`src/rtl/regfile_pkg.sv`:
```
// Shared constants and helpers for the register file with a busy-bit scoreboard.
//   DATA_W_DEF / ADDR_W_DEF : default register width and address width
//   ZERO_REG                : index of the hardwired-zero register
//   bypass_sel()            : condition under which a read returns the same-cycle write data
package regfile_pkg;

    localparam int unsigned DATA_W_DEF = 32;
    localparam int unsigned ADDR_W_DEF = 5;
    localparam int unsigned ZERO_REG   = 0;

    // A read port takes the incoming write data when a write is active to the
    // same, non-zero register in the same cycle.
    function automatic logic bypass_sel(
        input logic i_regwr,
        input logic i_addr_eq,
        input logic i_rs_nonzero
    );
        return i_regwr & i_addr_eq & i_rs_nonzero;
    endfunction

endpackage

```
`src/rtl/regfile_scoreboard.sv`:
```
// Busy-bit scoreboard: one busy bit per register, set by allocate, cleared by
// write, allocate winning on a same-register collision. Register 0 never busy.
// Ports:
//   i_clk, i_reset            : clock, synchronous active-high reset
//   i_alloc_en, i_alloc_addr  : mark a register busy at the edge
//   i_clr_en, i_clr_addr      : clear a register's busy bit at the edge (write)
//   i_rs1, i_rs2              : read addresses
//   o_busy1_nxt_c/o_busy2_nxt_c : post-edge busy state of i_rs1/i_rs2 (combinational)
module regfile_scoreboard
    import regfile_pkg::*;
#(
    parameter int unsigned ADDR_W = ADDR_W_DEF
) (
    input  logic              i_clk,
    input  logic              i_reset,
    input  logic              i_alloc_en,
    input  logic [ADDR_W-1:0] i_alloc_addr,
    input  logic              i_clr_en,
    input  logic [ADDR_W-1:0] i_clr_addr,
    input  logic [ADDR_W-1:0] i_rs1,
    input  logic [ADDR_W-1:0] i_rs2,
    output logic              o_busy1_nxt_c,
    output logic              o_busy2_nxt_c
);

    localparam int unsigned DEPTH = 1 << ADDR_W;

    logic [DEPTH-1:0] r_busy;
    logic [DEPTH-1:0] w_busy_nxt;

    // Next busy vector: allocate has priority over a same-register clear.
    always_comb begin
        w_busy_nxt = r_busy;
        for (int unsigned i = 1; i < DEPTH; i++) begin
            if (i_alloc_en && (i_alloc_addr == ADDR_W'(i))) begin
                w_busy_nxt[i] = 1'b1;
            end else if (i_clr_en && (i_clr_addr == ADDR_W'(i))) begin
                w_busy_nxt[i] = 1'b0;
            end
        end
        w_busy_nxt[ZERO_REG] = 1'b0;
    end

    // Busy vector state.
    always_ff @(posedge i_clk) begin
        if (i_reset) begin
            r_busy <= '0;
        end else begin
            r_busy <= w_busy_nxt;
        end
    end

    assign o_busy1_nxt_c = w_busy_nxt[i_rs1];
    assign o_busy2_nxt_c = w_busy_nxt[i_rs2];

endmodule

```
`src/rtl/regfile_sb.sv`:
```
// Register file with two registered read ports, one write port, write-to-read
// bypass and an integrated busy-bit scoreboard for hazard detection.
// Ports:
//   Clk, Reset          : clock, synchronous active-high reset
//   RS1, RS2, RdEn      : read addresses and read enable (outputs hold when RdEn=0)
//   RD, WData, RegWr    : write port
//   AllocEn, AllocAddr  : mark a register busy for an in-flight producer
//   RD1, RD2            : registered read data
//   Busy1, Busy2        : registered post-edge busy status of RS1/RS2
module regfile_sb
    import regfile_pkg::*;
#(
    parameter int unsigned DATA_W = DATA_W_DEF,
    parameter int unsigned ADDR_W = ADDR_W_DEF
) (
    input  logic              Clk,
    input  logic              Reset,
    input  logic [ADDR_W-1:0] RS1,
    input  logic [ADDR_W-1:0] RS2,
    input  logic              RdEn,
    input  logic [ADDR_W-1:0] RD,
    input  logic [DATA_W-1:0] WData,
    input  logic              RegWr,
    input  logic              AllocEn,
    input  logic [ADDR_W-1:0] AllocAddr,
    output logic [DATA_W-1:0] RD1,
    output logic [DATA_W-1:0] RD2,
    output logic              Busy1,
    output logic              Busy2
);

    localparam int unsigned DEPTH = 1 << ADDR_W;

    logic [DATA_W-1:0] r_regs [DEPTH];

    logic              w_wr_valid;
    logic              w_rs1_nz;
    logic              w_rs2_nz;
    logic [DATA_W-1:0] w_rd1_nxt;
    logic [DATA_W-1:0] w_rd2_nxt;
    logic              w_busy1_nxt;
    logic              w_busy2_nxt;

    assign w_wr_valid = RegWr && (RD != ADDR_W'(ZERO_REG));
    assign w_rs1_nz   = (RS1 != ADDR_W'(ZERO_REG));
    assign w_rs2_nz   = (RS2 != ADDR_W'(ZERO_REG));

    regfile_scoreboard #(
        .ADDR_W (ADDR_W)
    ) u_scoreboard (
        .i_clk         (Clk),
        .i_reset       (Reset),
        .i_alloc_en    (AllocEn),
        .i_alloc_addr  (AllocAddr),
        .i_clr_en      (w_wr_valid),
        .i_clr_addr    (RD),
        .i_rs1         (RS1),
        .i_rs2         (RS2),
        .o_busy1_nxt_c (w_busy1_nxt),
        .o_busy2_nxt_c (w_busy2_nxt)
    );

    // Read data selection: bypass from the same-cycle write, zero for register 0.
    always_comb begin
        w_rd1_nxt = '0;
        w_rd2_nxt = '0;
        if (bypass_sel(RegWr, RD == RS1, w_rs1_nz)) begin
            w_rd1_nxt = WData;
        end else if (w_rs1_nz) begin
            w_rd1_nxt = r_regs[RS1];
        end
        if (bypass_sel(RegWr, RD == RS2, w_rs2_nz)) begin
            w_rd2_nxt = WData;
        end else if (w_rs2_nz) begin
            w_rd2_nxt = r_regs[RS2];
        end
    end

    // Data array; register 0 is never written so it stays at its reset value.
    always_ff @(posedge Clk) begin
        if (Reset) begin
            for (int unsigned i = 0; i < DEPTH; i++) begin
                r_regs[i] <= '0;
            end
        end else if (w_wr_valid) begin
            r_regs[RD] <= WData;
        end
    end

    // Registered read ports; hold while RdEn is low.
    always_ff @(posedge Clk) begin
        if (Reset) begin
            RD1   <= '0;
            RD2   <= '0;
            Busy1 <= 1'b0;
            Busy2 <= 1'b0;
        end else if (RdEn) begin
            RD1   <= w_rd1_nxt;
            RD2   <= w_rd2_nxt;
            Busy1 <= w_busy1_nxt;
            Busy2 <= w_busy2_nxt;
        end
    end

endmodule

```
`config.mk`:
```
export PLATFORM = sky130hd
export DESIGN_NAME = regfile_sb
export DESIGN_NICKNAME = d
export VERILOG_FILES = /design/src/rtl/regfile_pkg.sv /design/src/rtl/regfile_scoreboard.sv /design/src/rtl/regfile_sb.sv
export SDC_FILE = /design/constraint.sdc
export NUM_CORES = 2
export LEC_CHECK = 0
export BUFFER_PORTS_ARGS = -buffer_cell sky130_fd_sc_hd__buf_4
export CAP_MARGIN = 25
export CORE_UTILIZATION = 55
export CTS_CLUSTER_SIZE = 8
export DETAILED_ROUTE_END_ITERATION = 8
export GPL_ROUTABILITY_DRIVEN = 0
export PLACE_DENSITY_LB_ADDON = 0.12
export SYNTH_ARGS = -nofsm -noshare
export SYNTH_HDL_FRONTEND = slang
export SYNTH_HIERARCHICAL = 1
export SYNTH_SLANG_ARGS = --single-unit
```
`constraint.sdc`:
```
create_clock -name Clk -period 5 [get_ports Clk]
set_input_delay 1 -clock Clk [delete_from_list [all_inputs] [get_ports Clk]]
set_output_delay 1 -clock Clk [all_outputs]
set_load 0.05 [all_outputs]
```
==> results.yml <==
setup_path:
  crit_required_ns: 5.63
  worst_ep_arrival_time_ns: 3.91
  end_kind: "register"
  critPathSlowestCell: "or3_1"
  start_kind: "input port"
  cp_max_fo: 18
  timing.rr.end: "RD1[19]"
  critical_path.cell_chain: "buf_4, or3_1, o31a_1, nand4_1, o21ai_0, o21ai_0, mux4_2, mux2i_1, nand3_1, and4b_1, mux2i_1, nor2_1"
  crit_type: "input port to register"
  ff2ff_setup_slack_ns: 2.89
  r2r.worst_path.cells: 5
  startpoint: "RD[3]"
  critPathMaxStageDelay_ns: 0.51
  crit_end: "Busy2"
  r2r_start: "r_regs[30][19]"
sta:
  setup_viol: 0
  fin_crit_ns: 3.28
  finalWorstSetupSlack_ns: 1.72
  finalCritPeriodShare_pct: 65.6
  drv_slew: 0
  tns_ns: 0
  tightest_slew_ns: 0.963
  rsz0062_at_grt: "no"
  clock_skew_ns: 0.0240
  slew_headroom_pct: 35.8
  max_freq_mhz: 305
  hold_viol_final: 0
floorplanning:
  io_pins: 123
  die_w_um: 330
  num_rows: 120
  initial_core_util_pct: 55.4
  die-area_mm2: 0.109
  die_y_um: 330
  core_area_mm2: 0.107
detailed_routing:
  wl_um: 188000
  drt_iter0_markers: 4896
  first_pass_iters: 5
  vias: 38200
  drc: 0
  ant_nets: 0
  routedWlPerCell_um: 33.4
  viasPerCell: 6.77
pwr:
  power.leakage_nw: 23.0
  power.density_mw_per_mm2: 363
  ir_drop_uv: 345
cells_and_area:
  area_delta_synth_final_pct: 11.5
  fin_nets: 4189
  drive_above_1_share_pct: 24.5
yosys:
  synth_top_cell_by_area: "edfxtp_1"
  synthArstFlopShare_pct: 0
  synth_edf_count: 1024
  synth_compound_area_share_pct: 4.50
  ys.flop_type: "edfxtp_1"
  synth-adder-area-share_pct: 0
  synth-seq-cells: 1121
  syn_inst: 4114
  muxShareOfSynthArea_pct: 21.9
  yosysSeqAreaShare_pct: 55.2
  netlist_top_cells_count: "1024 x edfxtp_1, 992 x and2_1, 484 x mux4_2"
  yosys_warnings: 6
  syn-cell-area_mm2: 0.0592
  ys_types: 59
  syn_area_per_cell_um2: 14.4
  synth_most_common_cell: "edfxtp_1"
  synth_area_leaders: "edfxtp_1 52%, mux4_2 18%, and2_1 10%"
  synth_top_family_by_area: "multiplexers"
  synthSimpleGateAreaFrac_pct: 14.8
  synth_top_area_share_pct: 51.9
  synth_xor_xnor_area_share_pct: 0.148
clocking:
  cts_sinks: 1121
  htree_levels: 4
  clkLatencyLatePin_ns: 0.76
  cts-buffers-inserted: 158
  clkTransAtPathRegs_ns: 0.05
  cts_tree: "yes"
  post-cts-setup-buffer-count: 0
  ctsRootBufferMaster: "clkbuf_16"
  cts_hold_buf: 0
  cts_buffer_depth: 3
  cts_resized: 0
global_routing:
  grt_overflow_total: 0
  grt_pass1_wl_um: 266000
  grt_use_total_pct: 34.7
  grt_max_degree: 76
  first_global_vias: 37300
  antenna_found_initial: 7
run:
  cap_violations: 0
hold_path:
  hp-class: "register to register"
  holdPathStages: 2
placed_design:
  io_buffers: 122
  post-place-ws_ns: 1.04
  dp_hpwl_um: 111000
status:
  outcome: "completed"
-- metrics by stage --
step / instances / area [µm²] / util (%) / power, mW / hold slack (ns)
CTS: 5632 / 66100 / 61.8 / 24.0 / 0.487
finish: 5633 / 66100 / 61.8 / 24.0 / 0.484
floorplan: 4145 / 59400 / - / 12.9 / 0.453
global placement: 5375 / 61500 / 57.5 / 14.0 / 0.471
global route: 5632 / 66100 / 61.8 / 24.5 / 0.504
detailed placement: 5375 / 61500 / 57.5 / 14.0 / 0.479
-- state kept, by name, indices dropped and copies added (netlist names) --
name / count
RD1: 32
Busy1: 1
u_scoreboard/r_busy: 31
r_regs: 1024
RD2: 32
Busy2: 1
-- critical path, delay by kind of cell --
kind / cells / cell delay [ns]
AO/OA/AOI/OAI: 3 / 0.74
buffers and inverters: 1 / 0.19
multiplexers: 3 / 0.80
AND/OR/NAND/NOR: 5 / 1.17
-- per-layer routing --
metal,vias to the layer above,global-route usage [%],part of all wire (%)
met2,2486,53.8,46
li1,15700,-,-
met3,425,7.70,11
met5,-,0,0.012
met1,19500,47.4,38
met4,4,14.9,4.4
-- where the power goes --
group          internal (mW)  switching (mW)  leakage (nW)
Clock                   6.10            4.00          2.20
Combinational           1.13            1.67          10.3
Sequential              10.8           0.305          10.5
Total                   18.0            5.97          23.0
-- area by class of cell --
type | instances | area, µm²
Fill cell | 7995 | 40800
Timing Repair Buffer | 258 | 2250
Tap cell | 1403 | 1760
Clock inverter | 4 | 57.6
Multi-Input combinational cell | 2590 | 24800
Sequential cell | 1121 | 32700
Inverter | 3 | 11.3
Clock buffer | 253 | 4520
Antenna cell | 1 | 2.50
-- placed cells by master (no fill, tap or decap), types with 12 or more instances in the layout --
cell,instances
nor2_2,24
nor2_1,124
dfxtp_1,97
a32oi_1,34
clkbuf_1,85
nand4_1,35
mux4_2,484
mux2_2,39
o22ai_1,71
a21oi_1,13
clkbuf_16,168
or2_2,35
buf_12,21
and2_1,992
a211o_1,33
a221o_1,31
mux2i_1,165
conb_1,32
nand2_1,177
nor2b_1,54
buf_4,230
nand2b_1,12
o21ai_0,32
a311oi_1,67
o221ai_1,32
edfxtp_1,1024
-- cells by family (layout without fill, tap and decap cells) --
| kind of cell | Yosys count | count (layout) |
|---|---|---|
| multiplexers | 688 | 688 |
| other | 1 | 33 |
| AND/OR/NAND/NOR | 1516 | 1516 |
| flip-flops | 1121 | 1121 |
| AO/OA/AOI/OAI | 344 | 344 |
| XOR/XNOR | 10 | 10 |
| buffers and inverters | 434 | 518 |
-- worst min-delay path by stage --
stage                           start                     end  slack, ns
5_1_grt                       RD1[23]                 RD1[23]       0.50
3_3_place_gp                   RD1[1]                  RD1[1]       0.47
3_5_place_dp                   RD2[2]                  RD2[2]       0.48
2_1_floorplan  u_scoreboard/r_busy[3]  u_scoreboard/r_busy[3]       0.45
6_report                      RD1[24]                 RD1[24]       0.48
4_1_cts                        RD2[2]                  RD2[2]       0.49
No activity file was read; power rests on OpenSTA's default activity.
